## src/rtl/aggregator_flex.sv

```systemverilog
`default_nettype none
// ============================================================================
// Module   : aggregator_flex
// Purpose  : packs DATA_WIDTH sender words into beats of up to FETCH_WIDTH lanes
// Revision : 1.0
// ============================================================================
module aggregator_flex #(
  parameter int DATA_WIDTH     = 8,
  parameter int FETCH_WIDTH    = 4,
  parameter int BEAT_CNT_WIDTH = 16
) (
  input  logic                              clk,
  input  logic                              rst,
  input  logic [$clog2(FETCH_WIDTH):0]      cfg_count,
  input  logic                              flush,
  input  logic [DATA_WIDTH-1:0]             sender_data,
  input  logic                              sender_empty_n,
  output logic                              sender_deq,
  output logic [FETCH_WIDTH*DATA_WIDTH-1:0] receiver_data,
  output logic [FETCH_WIDTH-1:0]            receiver_mask,
  input  logic                              receiver_full_n,
  output logic                              receiver_enq,
  output logic                              busy,
  output logic [BEAT_CNT_WIDTH-1:0]         beat_count
);

  localparam int                c_CNT_W = $clog2(FETCH_WIDTH) + 1;
  localparam logic [c_CNT_W-1:0] c_FULL = c_CNT_W'(FETCH_WIDTH);
  localparam logic [c_CNT_W-1:0] c_ONE  = c_CNT_W'(1);

  logic [DATA_WIDTH-1:0]             r_pack [FETCH_WIDTH];
  logic [c_CNT_W-1:0]                r_cnt;
  logic [c_CNT_W-1:0]                r_n_lat;
  logic [FETCH_WIDTH*DATA_WIDTH-1:0] r_out_data;
  logic [FETCH_WIDTH-1:0]            r_out_mask;
  logic                              r_out_valid;
  logic                              r_flush_pend;
  logic [BEAT_CNT_WIDTH-1:0]         r_beat_count;

  logic [c_CNT_W-1:0]                w_cfg_n;
  logic                              w_enq;
  logic                              w_out_free;
  logic                              w_move;
  logic                              w_deq;
  logic [c_CNT_W-1:0]                w_lane;
  logic [FETCH_WIDTH*DATA_WIDTH-1:0] w_beat_data;
  logic [FETCH_WIDTH-1:0]            w_beat_mask;

  always_comb begin
    w_cfg_n = cfg_count;
    if (cfg_count == '0 || cfg_count > c_FULL) w_cfg_n = c_FULL;
  end

  // Reset suppresses both handshakes so no word or beat is lost while it is held.
  assign w_enq      = r_out_valid && receiver_full_n && !rst;
  assign w_out_free = !r_out_valid || w_enq;
  assign w_move     = w_out_free && (r_cnt == r_n_lat || (r_flush_pend && r_cnt != '0));
  assign w_deq      = sender_empty_n && !r_flush_pend && !rst && (r_cnt < r_n_lat || w_move);
  assign w_lane     = w_move ? '0 : r_cnt;

  always_comb begin
    w_beat_mask = '0;
    w_beat_data = '0;
    for (int k = 0; k < FETCH_WIDTH; k++) begin
      w_beat_mask[k] = (c_CNT_W'(k) < r_cnt);
      if (c_CNT_W'(k) < r_cnt) w_beat_data[k*DATA_WIDTH +: DATA_WIDTH] = r_pack[k];
    end
  end

  always_ff @(posedge clk) begin
    if (rst) begin
      r_cnt        <= '0;
      r_n_lat      <= c_FULL;
      r_out_data   <= '0;
      r_out_mask   <= '0;
      r_out_valid  <= 1'b0;
      r_flush_pend <= 1'b0;
      r_beat_count <= '0;
    end else begin
      if (r_cnt == '0 && !w_deq) r_n_lat <= w_cfg_n;
      if (w_move) begin
        r_out_data   <= w_beat_data;
        r_out_mask   <= w_beat_mask;
        r_out_valid  <= 1'b1;
        r_cnt        <= w_deq ? c_ONE : '0;
        r_beat_count <= r_beat_count + BEAT_CNT_WIDTH'(1);
      end else begin
        if (w_enq) r_out_valid <= 1'b0;
        if (w_deq) r_cnt <= r_cnt + c_ONE;
      end
      // A pending flush with nothing packed retires without producing an empty beat.
      r_flush_pend <= (flush || r_flush_pend) && !w_move && !(r_flush_pend && r_cnt == '0);
    end
  end

  // Lanes at or above cnt are never exposed, so the pack needs no reset.
  always_ff @(posedge clk) begin
    for (int k = 0; k < FETCH_WIDTH; k++) begin
      if (w_deq && w_lane == c_CNT_W'(k)) r_pack[k] <= sender_data;
    end
  end

  assign sender_deq    = w_deq;
  assign receiver_enq  = w_enq;
  assign receiver_data = r_out_data;
  assign receiver_mask = r_out_mask;
  assign busy          = (r_cnt != '0) || r_out_valid || r_flush_pend;
  assign beat_count    = r_beat_count;

endmodule
`default_nettype wire
```

## config.mk

```make
export PLATFORM = sky130hd
export DESIGN_NAME = aggregator_flex
export DESIGN_NICKNAME = d
export VERILOG_FILES = /design/src/rtl/aggregator_flex.sv
export SDC_FILE = /design/constraint.sdc
export NUM_CORES = 1
export LEC_CHECK = 0
export ABC_AREA = 1
export CELL_PAD_IN_SITES_DETAIL_PLACEMENT = 1
export CELL_PAD_IN_SITES_GLOBAL_PLACEMENT = 2
export CORE_MARGIN = 4
export CORE_UTILIZATION = 33
export CTS_CLUSTER_DIAMETER = 40
export DETAILED_ROUTE_END_ITERATION = 16
export PLACE_DENSITY_LB_ADDON = 0.08
export SLEW_MARGIN = 40
export SYNTH_ARGS = -nofsm -noshare
export SYNTH_HDL_FRONTEND = slang
export SYNTH_SLANG_ARGS = --single-unit
```

## constraint.sdc

```tcl
create_clock -name clk -period 5.9 [get_ports clk]
set_input_delay 1.18 -clock clk [delete_from_list [all_inputs] [get_ports clk]]
set_output_delay 1.18 -clock clk [all_outputs]
set_load 0.02 [all_outputs]
```

### After elaboration in Yosys (flattened, before gate mapping)

Memories as Yosys holds them, arrays and structs flattened.
Index checks and enable logic that the tools add are counted.

* memories kept: 1
* latch bits: 0
* memory bits (writable): 32
* input port bits: 16
* flip-flop bits (word level): 60
* ROM bits: 0

Memories
* r_pack: depth 4, bits a word 8, rd ports 4, clocked after memory_dff 0, write ports 1, RTL line 31 `logic [DATA_WIDTH-1:0] r_pack [FETCH_WIDTH];`

* multipliers: 0
* $lt $le $gt $ge: 6
* add/subtract/negate cells: 2
* bitwise operators: 0
* eq/ne operators: 4
* shifts and indexed selects: 0
* div/mod/pow operators: 0
* muxes and demuxes: 28
* reductions and logical operators: 37

Operators with widths (number)
* 2-to-1 mux 8 bit: 7
* OR reduction 8 bit: 3
* adder 16 x 1 -> 16 bit (second input constant): 1
* logical AND 1 bit: 15
* 2-to-1 mux 1 bit: 14
* 2-to-1 mux 3 bit: 4
* logical NOT 3 bit: 3
* logical OR 1 bit: 7
* equality test 3 x 2 -> 1 bit (second input constant): 2
* logical NOT 1 bit: 6
* less-than comparator 1 x 3 -> 1 bit (first input constant): 2
* less-than comparator 2 x 3 -> 1 bit (first input constant): 2
* 2-to-1 mux 2 bit: 3
* nonzero test 2 bit: 2
* adder 3 x 1 -> 3 bit (second input constant): 1
* equality test 3 x 1 -> 1 bit (second input constant): 1
* equality test 3 bit: 1
* greater-than comparator 3 bit (second input constant): 1
* less-than comparator 3 bit: 1
* nonzero test 3 bit: 1

### Logic depth before layout (Yosys ltp)

* depth in word-level cells: 13
* mapped depth: 13

### Worst setup path before layout

Ideal clock, no wire load.

* kind: input port to output port
* start: in receiver_full_n
* end: out sender_deq
* required time: 4720 ps
* stages on the path: 5
* data arrival time: 1890 ps
* path slack: 2830 ps
* cells stage by stage: inv_1 -> o21ai_2 -> nand2_2 -> buf_6 -> a21oi_2

* cells in the longest elaborated chain, start to end: 6

Ends and longest elaborated chain
* from (decl): RTL line 21 `input logic receiver_full_n,`
* logical AND 1 bit (2 in a row): RTL line 55 `assign w_enq = r_out_valid && receiver_full_n && !rst;`
* logical OR 1 bit: RTL line 56 `assign w_out_free = !r_out_valid || w_enq;`
* logical AND 1 bit: RTL line 57 `assign w_move = w_out_free && (r_cnt == r_n_lat || (r_flush_pend && r_cnt != '0));`
* logical OR 1 bit: RTL line 58 `assign w_deq = sender_empty_n && !r_flush_pend && !rst && (r_cnt < r_n_lat || w_move);`
* logical AND 1 bit: RTL line 58
* to (decl): RTL line 18 `output logic sender_deq,`

No other way between the ends.

### Worst setup path in the final report

* start: in rst
* end: out sender_deq

* cells in the longest elaborated chain, start to end: 6

Ends and longest elaborated chain
* from (decl): RTL line 13 `input logic rst,`
* logical NOT 1 bit *: RTL line 55, 58
* logical AND 1 bit: RTL line 55
* logical OR 1 bit: RTL line 56
* logical AND 1 bit: RTL line 57
* logical OR 1 bit: RTL line 58
* logical AND 1 bit *: RTL line 58

Mark *: on every way between the ends. The rest lies on a longest branch, timed or not.

==> results.toml <==
[pwr]
p_per_area_nw_per_um2 = 276
ir_worst_vdd_uv = 137
finalPower_w = 0.00128
power_leakage_nw = 1.80

[worst_setup_path]
end_kind = "output port"
critPathRequiredTime_ns = 4.72
path_class = "input port to output port"
crit_fanout = 27
cp-start-kind = "input port"
cp.arrival_ns = 3.43

[synth]
synthSimpleGateAreaFrac_pct = 21.6
syn_nets = 424
synth_seq_cells = 92
synth_area_per_cell_um2 = 9.05
syn-instance-count = 401
muxShareOfSynthArea_pct = 0.276
synth_edf_count = 32
synth_top_family_by_area = "simple AND/OR/NAND/NOR gates"
synthAdderAreaFrac_pct = 2.41
synth_xor_xnor_area_share_pct = 0.966
synth-compound-area-share_pct = 7.10
synth_cell_types = 32
syn_area_um2 = 3630
ys_seq_area_share_pct = 59.6
async_flop_share_pct = 0
synth-main-ff-cell = "dfxtp_1"
ys_warn_count = 0

[global_route]
grt_max_degree = 29
grt_pass1_wl_um = 14800
grt_util_all_layers_pct = 14.7
antenna_found_initial = 0
grt_pass1_vias = 2911
overflow = 0

[timing]
setup_tns_ns = 0
skew_ns = 0.0105
holdWs_ns = 0.453
report.final.slew_viol_count = 0
rsz0062_at_grt = "false"
period_minus_slack_ns = 4.61
setup_viol = 0
worst_pin_slew_ns = 0.683
relSlewSlack_pct = 54.2
max_freq_mhz = 217
hold_viol = 0
fin_crit_sh_pct = 78.1

[floorplan]
coreArea_um2 = 10800
ioPinCount = 71
fp.dieW_um = 113
die_h_um = 113
initial_core_util_pct = 33.6
row_count = 38
die-area_um2 = 12700

[route]
vias_per_cell = 4.59
first_pass_iters = 4
drtIter0Drc = 70
wl_per_cell_um = 14.5
final_antenna_net_count = 0
drc_errors = 0
postRouteWirelength_um = 8940
vias = 2829

[final_layout]
syn2layout_area_growth_pct = 27.3
multiInputGateArea_um2 = 1180
nFillCells = 1281
regArea_um2 = 2160
fin_area_um2 = 4620
final_util_pct = 42.8
nets = 495
antennaDiodeCount = 0
drive_above_1_share_pct = 7.13

[clock_network]
clkSlewWorstSetupHoldPaths_ns = 0.10
cts_hold_buf = 0
cts_tree = "done"
cts-root-buf = "clkbuf_8"
clk_latency_ns = 0.36
ctsResizeCount = 0
cts_setup_buffers = 0
numCtsBuffers = 9
htreeDepth = 3
clockBufferDepth = 2
cts.sinks = 92

[run_status]
status = "completed"

[job]
drv_cap = 0

[place]
portBuffers = 70
routabilityCongestion = 0.735
dpl.hpwl_um = 6600
dpl-instance-area_um2 = 4440

[hold_path]
hold_path_class = "flop to flop"
stage by stage:
step | worst slack, ns | instances
3_3_place_gp | 1.33 | 601
3_5_place_dp | 1.25 | 601
4_1_cts | 1.24 | 617
5_1_grt | 1.06 | 617
2_1_floorplan | 2.83 | 401
6_report | 1.29 | 617
metal layers:
layer,wire length [um],track usage [%]
met1,4060,18.1
met2,4450,25.9
met3,326,3.16
met4,94,3.85
met5,0,0
sequential cells by signal, indices dropped and copies added, names as in the netlist:
register and count:
beat_count 16, r_cnt 3, r_flush_pend 1, r_n_lat 3, r_out_valid 1, r_pack 32
receiver_data 32, receiver_mask 4
where the power goes:
part,switching (W),leakage (nW),total (W),internal (W)
Combinational,0.000116,0.938,0.000175,0.0000595
Clock,0.000244,0.0898,0.000406,0.000162
Sequential,0.0000148,0.775,0.000694,0.000679
cell type report:
cell class              count  share of cell area, %
repair buffers             71                   15.3
inverters                  56                   4.66
clock buffers              10                   2.76
multi-input cells         242                   25.5
well taps                 140                   3.79
flip-flops and latches     92                   46.8
clock inverters             6                   1.16
logic make-up (layout without fill, tap and decap cells):
logic type	after synthesis	count (layout)
compound gates	49	49
xor+xnor	4	4
fa+ha+maj	7	7
buf+inv	67	143
flops	92	92
mux	1	1
simple gates	181	181
critical path, cell delays in order:
cell	delay [ns]
clkdlybuf4s50_1	0.63
inv_2	0.51
nand3_1	0.22
a21oi_2	0.24
clkdlybuf4s50_1	0.65
worst paths after layout:
kind | startpoint | endpoint | slack, ns | depth (start not counted)
worst max-delay path | rst | sender_deq | 1.29 | 5
worst min-delay path | receiver_mask[2]$_SDFFE_PP0P_ | receiver_mask[2]$_SDFFE_PP0P_ | 0.45 | 2
worst max register to register | r_cnt[0]$_SDFFE_PP0P_ | r_pack[3][2]$_DFFE_PP_ | 3.22 | 8
worst min register to register | receiver_mask[2]$_SDFFE_PP0P_ | receiver_mask[2]$_SDFFE_PP0P_ | 0.45 | 2
layout by cell type (no fill, tap or decap):
cell type,instances
inv_8,1
clkdlybuf4s50_1,70
clkinv_4,1
xor2_1,2
o21bai_1,1
inv_1,53
nand2_2,6
clkbuf_1,1
mux2i_1,1
buf_4,1
a21oi_1,13
inv_6,4
o21ai_2,1
nor2_2,1
inv_2,2
o21ai_1,3
nand2_1,103
edfxtp_1,32
nand4_1,5
clkinvlp_4,1
or2_2,1
ha_1,7
nand3b_1,1
xnor2_1,2
and3_1,1
nand3_2,3
clkbuf_8,9
nand3_1,28
o21ai_0,29
nor3_1,3
a21oi_2,1
nor2_1,27
dfxtp_1,60
o211ai_1,1
nor3_2,2
synthesized netlist by cell type (5+ instances only):
cell type,n,area [um2]
edfxtp_1,32,961
a21oi_1,13,65.1
inv_1,53,199
nor2_1,27,101
o21ai_0,29,145
nand4_1,5,31.3
buf_2,5,25.0
ha_1,7,87.6
nand3_1,28,140
nand2_2,6,37.5
nand2_1,103,387
dfxtp_1,60,1200
(Power assumes the default switching activity.)
